## config.mk

```make
export PLATFORM = sky130hd
export DESIGN_NAME = display_scan
export DESIGN_NICKNAME = d
export VERILOG_FILES = /design/src/rtl/display_pkg.sv /design/src/rtl/display_scan_seg7_decode.sv /design/src/rtl/display_scan.sv
export SDC_FILE = /design/constraint.sdc
export NUM_CORES = 1
export LEC_CHECK = 0
export CAP_MARGIN = 20
export CELL_PAD_IN_SITES_DETAIL_PLACEMENT = 0
export CELL_PAD_IN_SITES_GLOBAL_PLACEMENT = 1
export CORE_MARGIN = 2
export CORE_UTILIZATION = 43
export CTS_CLUSTER_DIAMETER = 150
export DETAILED_ROUTE_END_ITERATION = 12
export PLACE_DENSITY = 0.88
export SYNTH_ARGS = -nofsm -noshare
export SYNTH_HDL_FRONTEND = slang
export SYNTH_SLANG_ARGS = --single-unit
```

## constraint.sdc

```tcl
create_clock -name clock_50H -period 6.08 [get_ports clock_50H]
set_input_delay 1.216 -clock clock_50H [delete_from_list [all_inputs] [get_ports clock_50H]]
set_output_delay 1.216 -clock clock_50H [all_outputs]
set_load 0.05 [all_outputs]
```

## src/rtl/display_pkg.sv

```systemverilog
// Shared constants and types for the four-tube multiplexed seven-segment display.
// Segment vectors are ordered gfedcba and are active-low (0 lights a segment).
package display_pkg;

   typedef logic [3:0] bcd_t;

   localparam logic [6:0] SEG_BLANK = 7'h7F;
   localparam logic [6:0] SEG_DASH  = 7'b0111111;
   localparam logic [3:0] TUBE_OFF  = 4'b1111;

   // Digit table, element [n] is the pattern for BCD value n
   localparam logic [9:0][6:0] SEG_DIGITS = {
      7'b0010000,   // 9
      7'b0000000,   // 8
      7'b1111000,   // 7
      7'b0000010,   // 6
      7'b0010010,   // 5
      7'b0011001,   // 4
      7'b0110000,   // 3
      7'b0100100,   // 2
      7'b1111001,   // 1
      7'b1000000    // 0
   };

   // Active-low one-hot tube select for a slot index
   function automatic logic [3:0] tube_sel(input logic [1:0] idx);
      return ~(4'b0001 << idx);
   endfunction

endpackage

```

## src/rtl/display_scan_seg7_decode.sv

```systemverilog
// Combinational BCD to seven-segment decoder, active-low gfedcba.
// Codes 10-15 are not decimal digits and show a dash.
module seg7_decode
   import display_pkg::*;
(
   input  bcd_t       i_bcd,
   output logic [6:0] o_seg
);

   // Table lookup for 0-9, dash for the illegal codes
   always_comb begin
      o_seg = SEG_DASH;
      if (i_bcd <= 4'd9) o_seg = SEG_DIGITS[i_bcd];
   end

endmodule

```

## src/rtl/display_scan.sv

```systemverilog
// Four-digit multiplexed seven-segment scanner.
// Each digit slot lasts PRESCALE cycles; its first cycle is a blank gap so the
// previous digit's segments never ghost onto the next tube. New values are
// loaded into a pending register and only become visible at the frame boundary.
// Optional build macro: LEADING_ZERO_BLANK_EN blanks leading zeros on digits 3..1.
module display_scan
   import display_pkg::*;
#(
   parameter int PRESCALE = 4
)(
   input  logic        clock_50H,
   input  logic        reset,
   input  logic [15:0] digit_in,
   input  logic [3:0]  dp_in,
   input  logic        load,
   output logic [6:0]  seg,
   output logic        dp,
   output logic [3:0]  tube,
   output logic        frame_start
);

   localparam int CW = (PRESCALE > 2) ? $clog2(PRESCALE) : 1;

   logic [CW-1:0] r_cnt;
   logic [1:0]    r_idx;
   logic [15:0]   r_pend_dig;
   logic [3:0]    r_pend_dp;
   logic [15:0]   r_act_dig;
   logic [3:0]    r_act_dp;

   logic          w_last;
   logic          w_commit;
   bcd_t          w_cur_bcd;
   logic [6:0]    w_seg_raw;
   logic [6:0]    w_seg;

   assign w_last    = (r_cnt == CW'(PRESCALE - 1));
   assign w_commit  = w_last && (r_idx == 2'd3);
   assign w_cur_bcd = r_act_dig[{r_idx, 2'b00} +: 4];

   seg7_decode u_dec (
      .i_bcd (w_cur_bcd),
      .o_seg (w_seg_raw)
   );

`ifdef LEADING_ZERO_BLANK_EN
   logic [3:0] w_zero;
   logic       w_blank;

   assign w_zero = {r_act_dig[15:12] == 4'd0, r_act_dig[11:8] == 4'd0,
                    r_act_dig[7:4]   == 4'd0, r_act_dig[3:0]  == 4'd0};

   // A digit is a leading zero when it and every more significant digit are
   // zero; the units digit always shows so a value of zero reads "0".
   always_comb begin
      w_blank = 1'b0;
      case (r_idx)
         2'd3:    w_blank = w_zero[3];
         2'd2:    w_blank = w_zero[3] & w_zero[2];
         2'd1:    w_blank = w_zero[3] & w_zero[2] & w_zero[1];
         default: w_blank = 1'b0;
      endcase
   end

   assign w_seg = w_blank ? SEG_BLANK : w_seg_raw;
`else
   assign w_seg = w_seg_raw;
`endif

   // Slot timing: prescaler within a slot, slot index advancing on its wrap
   always_ff @(posedge clock_50H) begin
      if (reset) begin
         r_cnt <= '0;
         r_idx <= 2'd0;
      end else if (w_last) begin
         r_cnt <= '0;
         r_idx <= r_idx + 2'd1;
      end else begin
         r_cnt <= r_cnt + CW'(1);
      end
   end

   // Pending capture on load; active copy only at the frame boundary so a
   // frame never mixes old and new digits. A load on the boundary itself
   // goes straight through so it is not delayed by a whole frame.
   always_ff @(posedge clock_50H) begin
      if (reset) begin
         r_pend_dig <= '0;
         r_pend_dp  <= '0;
         r_act_dig  <= '0;
         r_act_dp   <= '0;
      end else begin
         if (load) begin
            r_pend_dig <= digit_in;
            r_pend_dp  <= dp_in;
         end
         if (w_commit) begin
            r_act_dig <= load ? digit_in : r_pend_dig;
            r_act_dp  <= load ? dp_in    : r_pend_dp;
         end
      end
   end

   // Registered drive: blank gap on the first cycle of each slot, else the digit
   always_ff @(posedge clock_50H) begin
      if (reset) begin
         tube        <= TUBE_OFF;
         seg         <= SEG_BLANK;
         dp          <= 1'b1;
         frame_start <= 1'b0;
      end else if (r_cnt == '0) begin
         tube        <= TUBE_OFF;
         seg         <= SEG_BLANK;
         dp          <= 1'b1;
         frame_start <= (r_idx == 2'd0);
      end else begin
         tube        <= tube_sel(r_idx);
         seg         <= w_seg;
         dp          <= ~r_act_dp[r_idx];
         frame_start <= 1'b0;
      end
   end

endmodule

```

==> results of run 1 <==
## cell usage in the layout, fill, tap and decap left out
| master | netlist | final |
|---|---|---|
| clkdlybuf4s50_1 | 0 | 35 |
| nand2_1 | 7 | 7 |
| o21ai_0 | 1 | 1 |
| a21oi_1 | 3 | 3 |
| clkinv_2 | 0 | 2 |
| nor2_1 | 49 | 49 |
| clkbuf_1 | 8 | 3 |
| buf_4 | 0 | 3 |
| or3b_2 | 1 | 1 |
| ha_1 | 10 | 10 |
| nor3_1 | 3 | 3 |
| dfxtp_1 | 57 | 57 |
| a211oi_1 | 20 | 20 |
| nand3_1 | 1 | 1 |
| bufinv_16 | 0 | 1 |
| nor3b_1 | 1 | 1 |
| o21ai_1 | 4 | 4 |
| mux4_2 | 2 | 2 |
| and3b_1 | 1 | 1 |
| inv_1 | 8 | 8 |
| xnor2_1 | 1 | 1 |
| o311a_1 | 1 | 1 |
| and2_1 | 1 | 1 |
| mux4_1 | 3 | 3 |
| mux2i_1 | 21 | 21 |
| clkbuf_8 | 0 | 10 |
| a32oi_1 | 1 | 1 |
## cells in the mapped netlist, types with 4 or more instances
master	count
ha_1	10
dfxtp_1	57
o21ai_1	4
nand2_1	7
mux2i_1	21
a211oi_1	20
inv_1	8
nor2_1	49
clkbuf_1	8
## final timing paths
path	startpoint	to	slack, ps
worst max register to register	r_idx[0]	seg[3]	3780
worst max-delay path	seg[0]	seg[0]	3440
worst min register to register	r_cnt[0]	r_cnt[0]	460
worst min-delay path	r_cnt[0]	r_cnt[0]	460
## logic make-up after synthesis
logic type                 after synthesis
AOI/OAI and AO/OA                       30
muxes                                   26
and+or+nand+nor                         64
DFF                                     57
buffers and inverters                   22
xor gates and xnor gates                 1
adders and majority gates               10
## area by class of cell
type | count | area, um2
fillers | 444 | 2031
multi-input cells | 131 | 938.4
repair buffers | 38 | 372.9
clock buffers | 13 | 148.9
well taps | 67 | 83.83
inverters | 8 | 30.03
clock inverters | 3 | 40.04
flip-flops and latches | 57 | 1141
## per-layer routing
metal	global-route usage	vias to the layer above	wire, um
met1	0.1873	685	1791
met3	0.06827	6	179
li1	-	790	-
met5	0	-	0
met4	0.05357	0	43
met2	0.2125	31	1593
## through the flow
step                      worst slack [ps]    util
after floorplan                       4118       -
after global placement                3262  0.5362
after detailed placement              3239  0.5362
after CTS                             3409  0.5757
after global routing                  3380  0.5757
final                                 3437  0.5757
## registers in the layout, indices dropped and copies added, names as in the netlist, 2 cells and up
name	count
r_pend_dig	16
r_pend_dp	4
r_idx	2
tube	4
r_cnt	2
r_act_dp	4
seg	7
r_act_dig	16
## power by group through the flow
stage	clock network, mW	registers (mW)	logic (mW)
finish	0.334	0.397	0.0910
global route	0.358	0.398	0.0991
CTS	0.343	0.397	0.0921
detailed placement	0	0.405	0.0917
global placement	0	0.405	0.0907
floorplan	0	0.427	0.0362
==> results.md, run 1 <==
- Outcome: complete, no violations
- Final nets: 278
- Clock share of power: 0.407
- Worst r2r path cells: 7
- Site Rows: 25
- Yosys top cell area share: 0.5253
- Ys async rst share: 0
- Hold WC Path Type: flop to flop
- Crit. End Element: output port
- Logic gate share of total power: 0.111
- Max-Cap Viols: 0
- Hold depth: 1
- Final hold viol count: 0
- Fraction of layout cells with a size suffix above 1: 0.07600
- Dpl cells: 301
- DRC: 0
- Initial antenna violation count: 0
- Starting Density: 0.4539
- Synth Flop Type: dfxtp_1
- Seq pwr share: 0.483
- Sw Share: 0.2335
- Worst Path Buf+Inv: 1
- WL/cell: 11.38 um
- Die height: 75.07 um
- Peak supply drop: 0.1912 mV
- Syn Inst Count: 210
- Critical path class: flop to output port
- Final period util: 0.4348
- P_sw: 0.1920 mW
- Syn nets: 243
- Clock transition at the registers of the reported paths: 60 ps
- Layout area overhead: 26.84%
- Num CTS Buffers: 9
- Crit path largest cell delay: 790 ps
- Fmax: 378.3 MHz
- Total power: 0.8222 mW
- Worst slew margin: 0.6556
- # setup viols final: 0
- Mux contribution to synthesized area: 0.1538
- Hold buffer count at CTS: 0
- DRT antenna net count: 0
- CP Cell Sequence: clkdlybuf4s50_1
- Worst path required time: 4860 ps
- Total wire length: 3608 um
- Setup TNS Final: 0 ps
- Register area share after synthesis: 0.5253
- Post-Synth Adder-Cell Area: 0.05760
- Post-synth cell types: 25
- CTS max path bufs: 2
- GPL Wtd Cong: 0.7324
- Xor/xnor share of the synthesized area: 0.004032
- Die ar.: 0.005636 mm2
- Number of synthesized register bits: 57
- Final hold slack: 458.8 ps
- Worst EP arrival: 1430 ps
- CP max stage cell: clkdlybuf4s50_1
- CP delay by family, top: buffers and inverters
- Post-CTS Setup Bufs: 0
- Pwr dens: 298.4 mW/mm2
- H-tree levels: 3
- Simple-Gate Fraction of Synth Area: 0.1204
- Final Critical Period: 2643 ps
- Area contributors post-synth: dfxtp_1, mux2i_1, nor2_1
- Clk Latency, worst-skew pair: 330 ps
- Crit. path cell count: 1
- CTS tree: done
- CP Launch Type: flop
- Syn Area/Cell: 10.34 um2
- Max FO, Critical Path: 1
- I/O pins: 36
- Root buf cell: clkbuf_8
- # diodes: 0
- Pin count of the biggest net entering global routing: 49
- Design Area, Final: 0.002755 mm2
- EDFF count, synth: 0
- Final Max Slew Viols: 0
- Sink Count: 57
- Synth warn: 0
- Placed inst area: 0.002566 mm2
- # resized after CTS: 0
- Total track usage: 0.1451
- Post-detail-place hpwl: 2387 um
- RSZ-0062 raised after global routing: no
- Mapped Area: 0.002172 mm2
- Compound-Gate Fraction of Synth Area: 0.09620
- Yosys top cell by area: dfxtp_1
- Die width: 75.07 um
- DR vias: 1,512
- Pleak: 1.075 nW
- Port Buffers: 35
- Post-route insts no fill: 317
- P_int: 0.6302 mW
- Vias per cell: 4.770
- Pre-antenna DRT Iters: 4
- Least-Margin Pin Slew: 514.6 ps
- Clk_skew: 10.12 ps
- First-pass GRT wire length: 6092 um
- Vias in the first global route: 1,333
- Starting DRT DRC Count: 62
- Area of the core: 0.004786 mm2
- Grt total ovfl: 0
- Largest family of logic cells by synthesized area: multiplexers
No activity file was read; power rests on OpenSTA's default activity.
==> run 2, diff against run 1 <==
Settings changed: CORE_UTILIZATION 43 to 36, PLACE_DENSITY 0.88 to 0.8.
Clock period 6.08 ns to 2.28 ns, I/O delays scaled along.
==> run 2 against run 1 <==
  * Global-route usage down 1.1 points
  * Clock power rose to 3.2 times the previous value
  * Cell area up 2.4%
  * Largest cell class unchanged
==> results.md, run 2 (synthesized netlist as in run 1, its figures left out) <==
- Crit. End Element: flop
- Initial antenna violation count: 0 (unchanged)
- WL/cell: 11.45 um (+0.62%)
- Max FO, Critical Path: 5 (+4)
- Fraction of layout cells with a size suffix above 1: 0.09524 (+0.01924)
- DRC: 0 (unchanged)
- Vias per cell: 4.606 (-3.4%)
- Port Buffers: 35 (unchanged)
- Sink Count: 57 (unchanged)
- Final Worst Setup Slack: 211.1 ps (-3226 ps)
- Largest regs: r_act_dig (16), r_pend_dig (16), seg (7)
- Leading cell type in the layout, fill and taps excluded: dfxtp_1
- Site Rows: 28 (+12%)
- Root buf cell: clkbuf_8
- H-tree levels: 3 (unchanged)
- Clk_skew: 6.228 ps (-3.888 ps)
- Logic gate share of total power: 0.105 (-0.006)
- Num CTS Buffers: 9 (unchanged)
- I/O pins: 36 (unchanged)
- DRT antenna net count: 0 (unchanged)
- Vias in the first global route: 1,466 (+10%)
- # diodes: 0 (unchanged)
- Die height: 81.68 um (+8.8%)
- Pre-CTS setup slack: 229.3 ps (-3010 ps)
- Final hold viol count: 0 (unchanged)
- Fmax: 483.3 MHz
- Worst path required time: 2510 ps (-2350 ps)
- GPL Wtd Cong: 0.8195 (+12%)
- # resized after CTS: 0 (unchanged)
- Post-CTS Setup Bufs: 0 (unchanged)
- P_sw: 0.5513 mW (+190%)
- Pleak: 1.103 nW (+2.6%)
- Seq pwr share: 0.445 (-0.038)
- Sw Share: 0.2323 (-0.001136)
- Area of the core: 0.005886 mm2 (+23%)
- Most frequent cells in the layout: dfxtp_1, nor2_1, clkdlybuf4s50_1
- RSZ-0062 raised after global routing: no
- Total track usage: 0.1343 (-0.01084)
- Layout area overhead: 29.84%
- CTS max path bufs: 2 (unchanged)
- Final period util: 0.9074
- Clk Latency, worst-skew pair: 340 ps (about the same)
- Final Max Slew Viols: 0 (unchanged)
- # setup viols final: 0 (unchanged)
- Pin count of the biggest net entering global routing: 41 (-16%)
- CTS tree: done
- Starting Density: 0.3690 (-0.08481)
- Grt total ovfl: 0 (unchanged)
- Max-Cap Viols: 0 (unchanged)
- Hold WC Path Type: flop to flop
- Pre-antenna DRT Iters: 4 (unchanged)
- DR vias: 1,506 (-0.40%)
- Total wire length: 3745 um (+3.8%)
- Post-detail-place hpwl: 2583 um (+8.2%)
- Pwr dens: 841.4 mW/mm2 (+180%)
- Post-layout util: 0.4792 (-0.09652)
- Outcome: complete, no violations
- Die width: 81.68 um (+8.8%)
- Hold buffer count at CTS: 0 (unchanged)
- Die ar.: 0.006671 mm2 (+18%)
- P_int: 1.822 mW (+190%)
- Starting DRT DRC Count: 36 (-42%)
- CP Launch Type: flop
- Final Critical Period: 2069 ps
- Final nets: 280 (+0.72%)
- Least-Margin Pin Slew: 516.9 ps (+2.290 ps)
- Clock share of power: 0.450 (+0.043)
- First-pass GRT wire length: 6513 um (+6.9%)
- Worst EP arrival: 2300 ps (+870 ps)
- Worst slew margin: 0.6541 (-0.001532)
- Setup TNS Final: 0 ps (unchanged)
- Clock transition at the registers of the reported paths: 60 ps (about the same)
- Peak supply drop: 0.3512 mV (+84%)
- Critical path class: flop to flop
-- run 2: cell types whose count changed in the layout (fill, tap and decap cells not counted), sizes merged --
cell      delta
clkbuf       -2
clkinvlp     +1
bufinv       +1
buf          +2
-- run 2: metal layers --
layer | GRT usage | wire, um
met4 | 0.05500 | 58
met3 | 0.07802 | 231
met1 | 0.1546 | 1853
met2 | 0.2041 | 1601
met5 | 0 | 0
-- run 2: worst paths after layout --
kind / start / endpoint / slack (ps) / cells past startpoint
max: r_idx[0] / seg[3] / 210 / 7
min: r_cnt[0] / r_cnt[0] / 460 / 1
max reg2reg: r_idx[0] / seg[3] / 210 / 7
min reg2reg: r_cnt[0] / r_cnt[0] / 460 / 1
-- run 2: critical path, cell delays in order (launching register included) --
cell	delay, ps
dfxtp_1	470
mux4_1	670
inv_1	120
ha_1	190
nor2_1	70
o21ai_1	150
o311a_1	210
o21ai_1	70
-- run 2: area by class of cell --
class / count / area, um2
multi-input cells: 131 / 938.4
clock inverters: 5 / 77.57
repair buffers: 40 / 387.9
well taps: 75 / 93.84
flip-flops and latches: 57 / 1141
clock buffers: 11 / 151.4
fillers: 588 / 3065
inverters: 8 / 30.03
-- run 2: stage by stage --
stage	hold WS, ps	instance area, um2	total power [mW]	cells
finish	457.8	2820	2.373	327
detailed placement	449.3	2591	1.331	311
global placement	438.6	2591	1.328	311
global route	507.5	2820	2.476	327
floorplan	427.0	2172	1.235	210
CTS	460.6	2820	2.408	327
-- run 2: power groups by stage --
| stage | sequential (mW) | combinational, mW | clock (mW) |
|---|---|---|---|
| floorplan | 1.14 | 0.0967 | 0 |
| global placement | 1.08 | 0.251 | 0 |
| detailed placement | 1.08 | 0.253 | 0 |
| CTS | 1.06 | 0.254 | 1.10 |
| global route | 1.06 | 0.272 | 1.14 |
| finish | 1.06 | 0.250 | 1.07 |
==> run 3, diff against run 2 <==
Settings changed: CAP_MARGIN 20 to unset, REMOVE_ABC_BUFFERS set to 1.
==> run 3 against run 2 <==
  * Critical path type unchanged
  * Fmax is 0.85% lower
  * Routed wire length is 1.4% lower
  * Clock skew hardly changed
  * Cell area is 1.7% lower
  * Via count is 0.27% higher
  * Critical endpoint unchanged
  * Largest cell class unchanged
  * Combinational power hardly changed
  * Worst hold slack worse by 10 ps
  * Largest power group is now sequential cells
==> results.md, run 3 (synthesized netlist as in run 1, its figures left out) <==
- Outcome: complete, no violations
- Most frequent cells in the layout: dfxtp_1, nor2_1, clkdlybuf4s50_1
- Sink Count: 57 (unchanged)
- Worst slew margin: 0.6694 (+0.01532)
- Crit. End Element: flop
- # setup viols final: 0 (unchanged)
- CTS tree: done
- GR Layer Usage met1: 0.1578 (+0.003148)
- Sw Share: 0.2420 (+0.009632)
- Seq pwr share: 0.500 (+0.055)
- Post-detail-place hpwl: 2595 um (+0.47%)
- Met2 Use GR: 0.1910 (-0.01311)
- Initial antenna violation count: 0 (unchanged)
- Critical path class: flop to flop
- Least-Margin Pin Slew: 494.3 ps (-22.62 ps)
- WL/cell: 11.25 um (-1.7%)
- Area of the core: 0.005886 mm2 (unchanged)
- Total track usage: 0.1307 (-0.003525)
- Max-Cap Viols: 0 (unchanged)
- RSZ-0062 raised after global routing: no
- Hold buffer count at CTS: 0 (unchanged)
- Critical Path Most Common Cell: o21ai_1
- Final nets: 281 (+0.36%)
- Clock share of power: 0.382 (-0.068)
- Setup TNS Final: 0 ps (unchanged)
- CP Launch Type: flop
- Hold WC Path Type: flop to flop
- Crit path largest cell delay: 670 ps (about the same)
- Clk_skew: 5.835 ps (-0.3927 ps)
- Final hold viol count: 0 (unchanged)
- Total wire length: 3691 um (-1.4%)
- Clk Latency, worst-skew pair: 330 ps (about the same)
- Pwr dens: 761.9 mW/mm2 (-9.5%)
- Worst EP arrival: 2300 ps (about the same)
- Pleak: 1.087 nW (-1.5%)
- Die ar.: 0.006671 mm2 (unchanged)
- Largest regs: r_act_dig (16), r_pend_dig (16), seg (7)
- Peak supply drop: 0.4086 mV (+16%)
- Worst path required time: 2490 ps (-20 ps)
- Pre-antenna DRT Iters: 4 (unchanged)
- Filler cell count: 575 (-2.2%)
- Clock transition at the registers of the reported paths: 60 ps (about the same)
- I/O pins: 36 (unchanged)
- Grt total ovfl: 0 (unchanged)
- Busiest grt layer: met2
- Final Max Slew Viols: 0 (unchanged)
- CP max stage cell: mux4_1
- Vias per cell: 4.604 (about the same)
- Logic gate share of total power: 0.119 (+0.014)
- Layout area overhead: 27.65%
- CP delay by family, top: multiplexers
- # diodes: 0 (unchanged)
- Leading cell type in the layout, fill and taps excluded: dfxtp_1
- CP Cell Sequence: mux4_1, inv_1, ha_1, nor2_1, o21ai_1, o311a_1, o21ai_1
- P_int: 1.601 mW (-12%)
- DRC: 0 (unchanged)
- Num CTS Buffers: 9 (unchanged)
- Fmax: 479.2 MHz (-0.85%)
- Post-CTS Setup Bufs: 0 (unchanged)
- Final period util: 0.9152 (+0.007807)
- DRT antenna net count: 0 (unchanged)
- Final Critical Period: 2087 ps (+17.80 ps)
- P_sw: 0.5112 mW (-7.3%)
- GPL Wtd Cong: 0.8083 (-1.4%)
- Fraction of layout cells with a size suffix above 1: 0.09091 (-0.004329)
- H-tree levels: 3 (unchanged)
- Met3 usage: 0.07692 (-0.001099)
- Max FO, Critical Path: 5 (unchanged)
- DR vias: 1,510 (+0.27%)
- Total power: 2.112 mW (-11%)
- Root buf cell: clkbuf_8
- Worst Path Buf+Inv: 1 (unchanged)
- Port Buffers: 35 (unchanged)
- Vias in the first global route: 1,399 (-4.6%)
- Starting Density: 0.3690 (unchanged)
- Die width: 81.68 um (unchanged)
- First-pass GRT wire length: 6403 um (-1.7%)
- Starting DRT DRC Count: 41 (+14%)
- Pin count of the biggest net entering global routing: 42 (+2.4%)
- Site Rows: 28 (unchanged)
- # resized after CTS: 0 (unchanged)
- Die height: 81.68 um (unchanged)
- CTS max path bufs: 2 (unchanged)
## run 3: changes by cell type in the layout (fill, tap and decap cells not counted), sizes merged
cell | previous run | this run
bufinv | 2 | 0
clkbuf | 11 | 13
buf | 5 | 6
clkinv | 2 | 3
clkinvlp | 1 | 0
## run 3: path summary, 6_finish.rpt
| path | start | endpoint | depth (start not counted) | slack [ps] |
|---|---|---|---|---|
| worst max-delay path | r_idx[0] | seg[3] | 7 | 190 |
| worst min-delay path | r_cnt[0] | r_cnt[0] | 1 | 450 |
| worst max register to register | r_idx[0] | seg[3] | 7 | 190 |
| worst min register to register | r_cnt[0] | r_cnt[0] | 1 | 450 |
## run 3: per-layer routing
| metal | up-vias | share of wire |
|---|---|---|
| met5 | - | 0 |
| met3 | 8 | 0.056 |
| met2 | 29 | 0.43 |
| met1 | 677 | 0.50 |
| li1 | 796 | - |
| met4 | 0 | 0.013 |
## run 3: layout make-up
type | count | area [um2] | area share
inverter | 8 | 30.03 | 0.01083
multi-input combinational | 131 | 938.4 | 0.3384
clock inverter | 3 | 15.01 | 0.005415
timing repair buffer | 41 | 395.4 | 0.1426
tap | 75 | 93.84 | 0.03384
sequential | 57 | 1141 | 0.4116
clock buffer | 13 | 158.9 | 0.05731
## run 3: through the flow
stage	instances	hold WS, ps	area [um2]	setup WS, ps	utilization
2_1_floorplan	196	421.4	2110	276.4	-
3_3_place_gp	312	437.9	2599	323.0	0.4415
3_5_place_dp	312	445.1	2599	212.2	0.4415
4_1_cts	328	452.9	2773	184.4	0.4711
5_1_grt	328	495.0	2773	54.75	0.4711
6_report	328	447.7	2773	193.3	0.4711
## run 3: power by group through the flow
stage	registers (mW)	logic, mW	clock network, mW
6_report	1.06	0.251	0.806
5_1_grt	1.06	0.272	0.894
4_1_cts	1.06	0.255	0.847
3_5_place_dp	1.08	0.254	0
3_3_place_gp	1.08	0.253	0
2_1_floorplan	1.14	0.0730	0
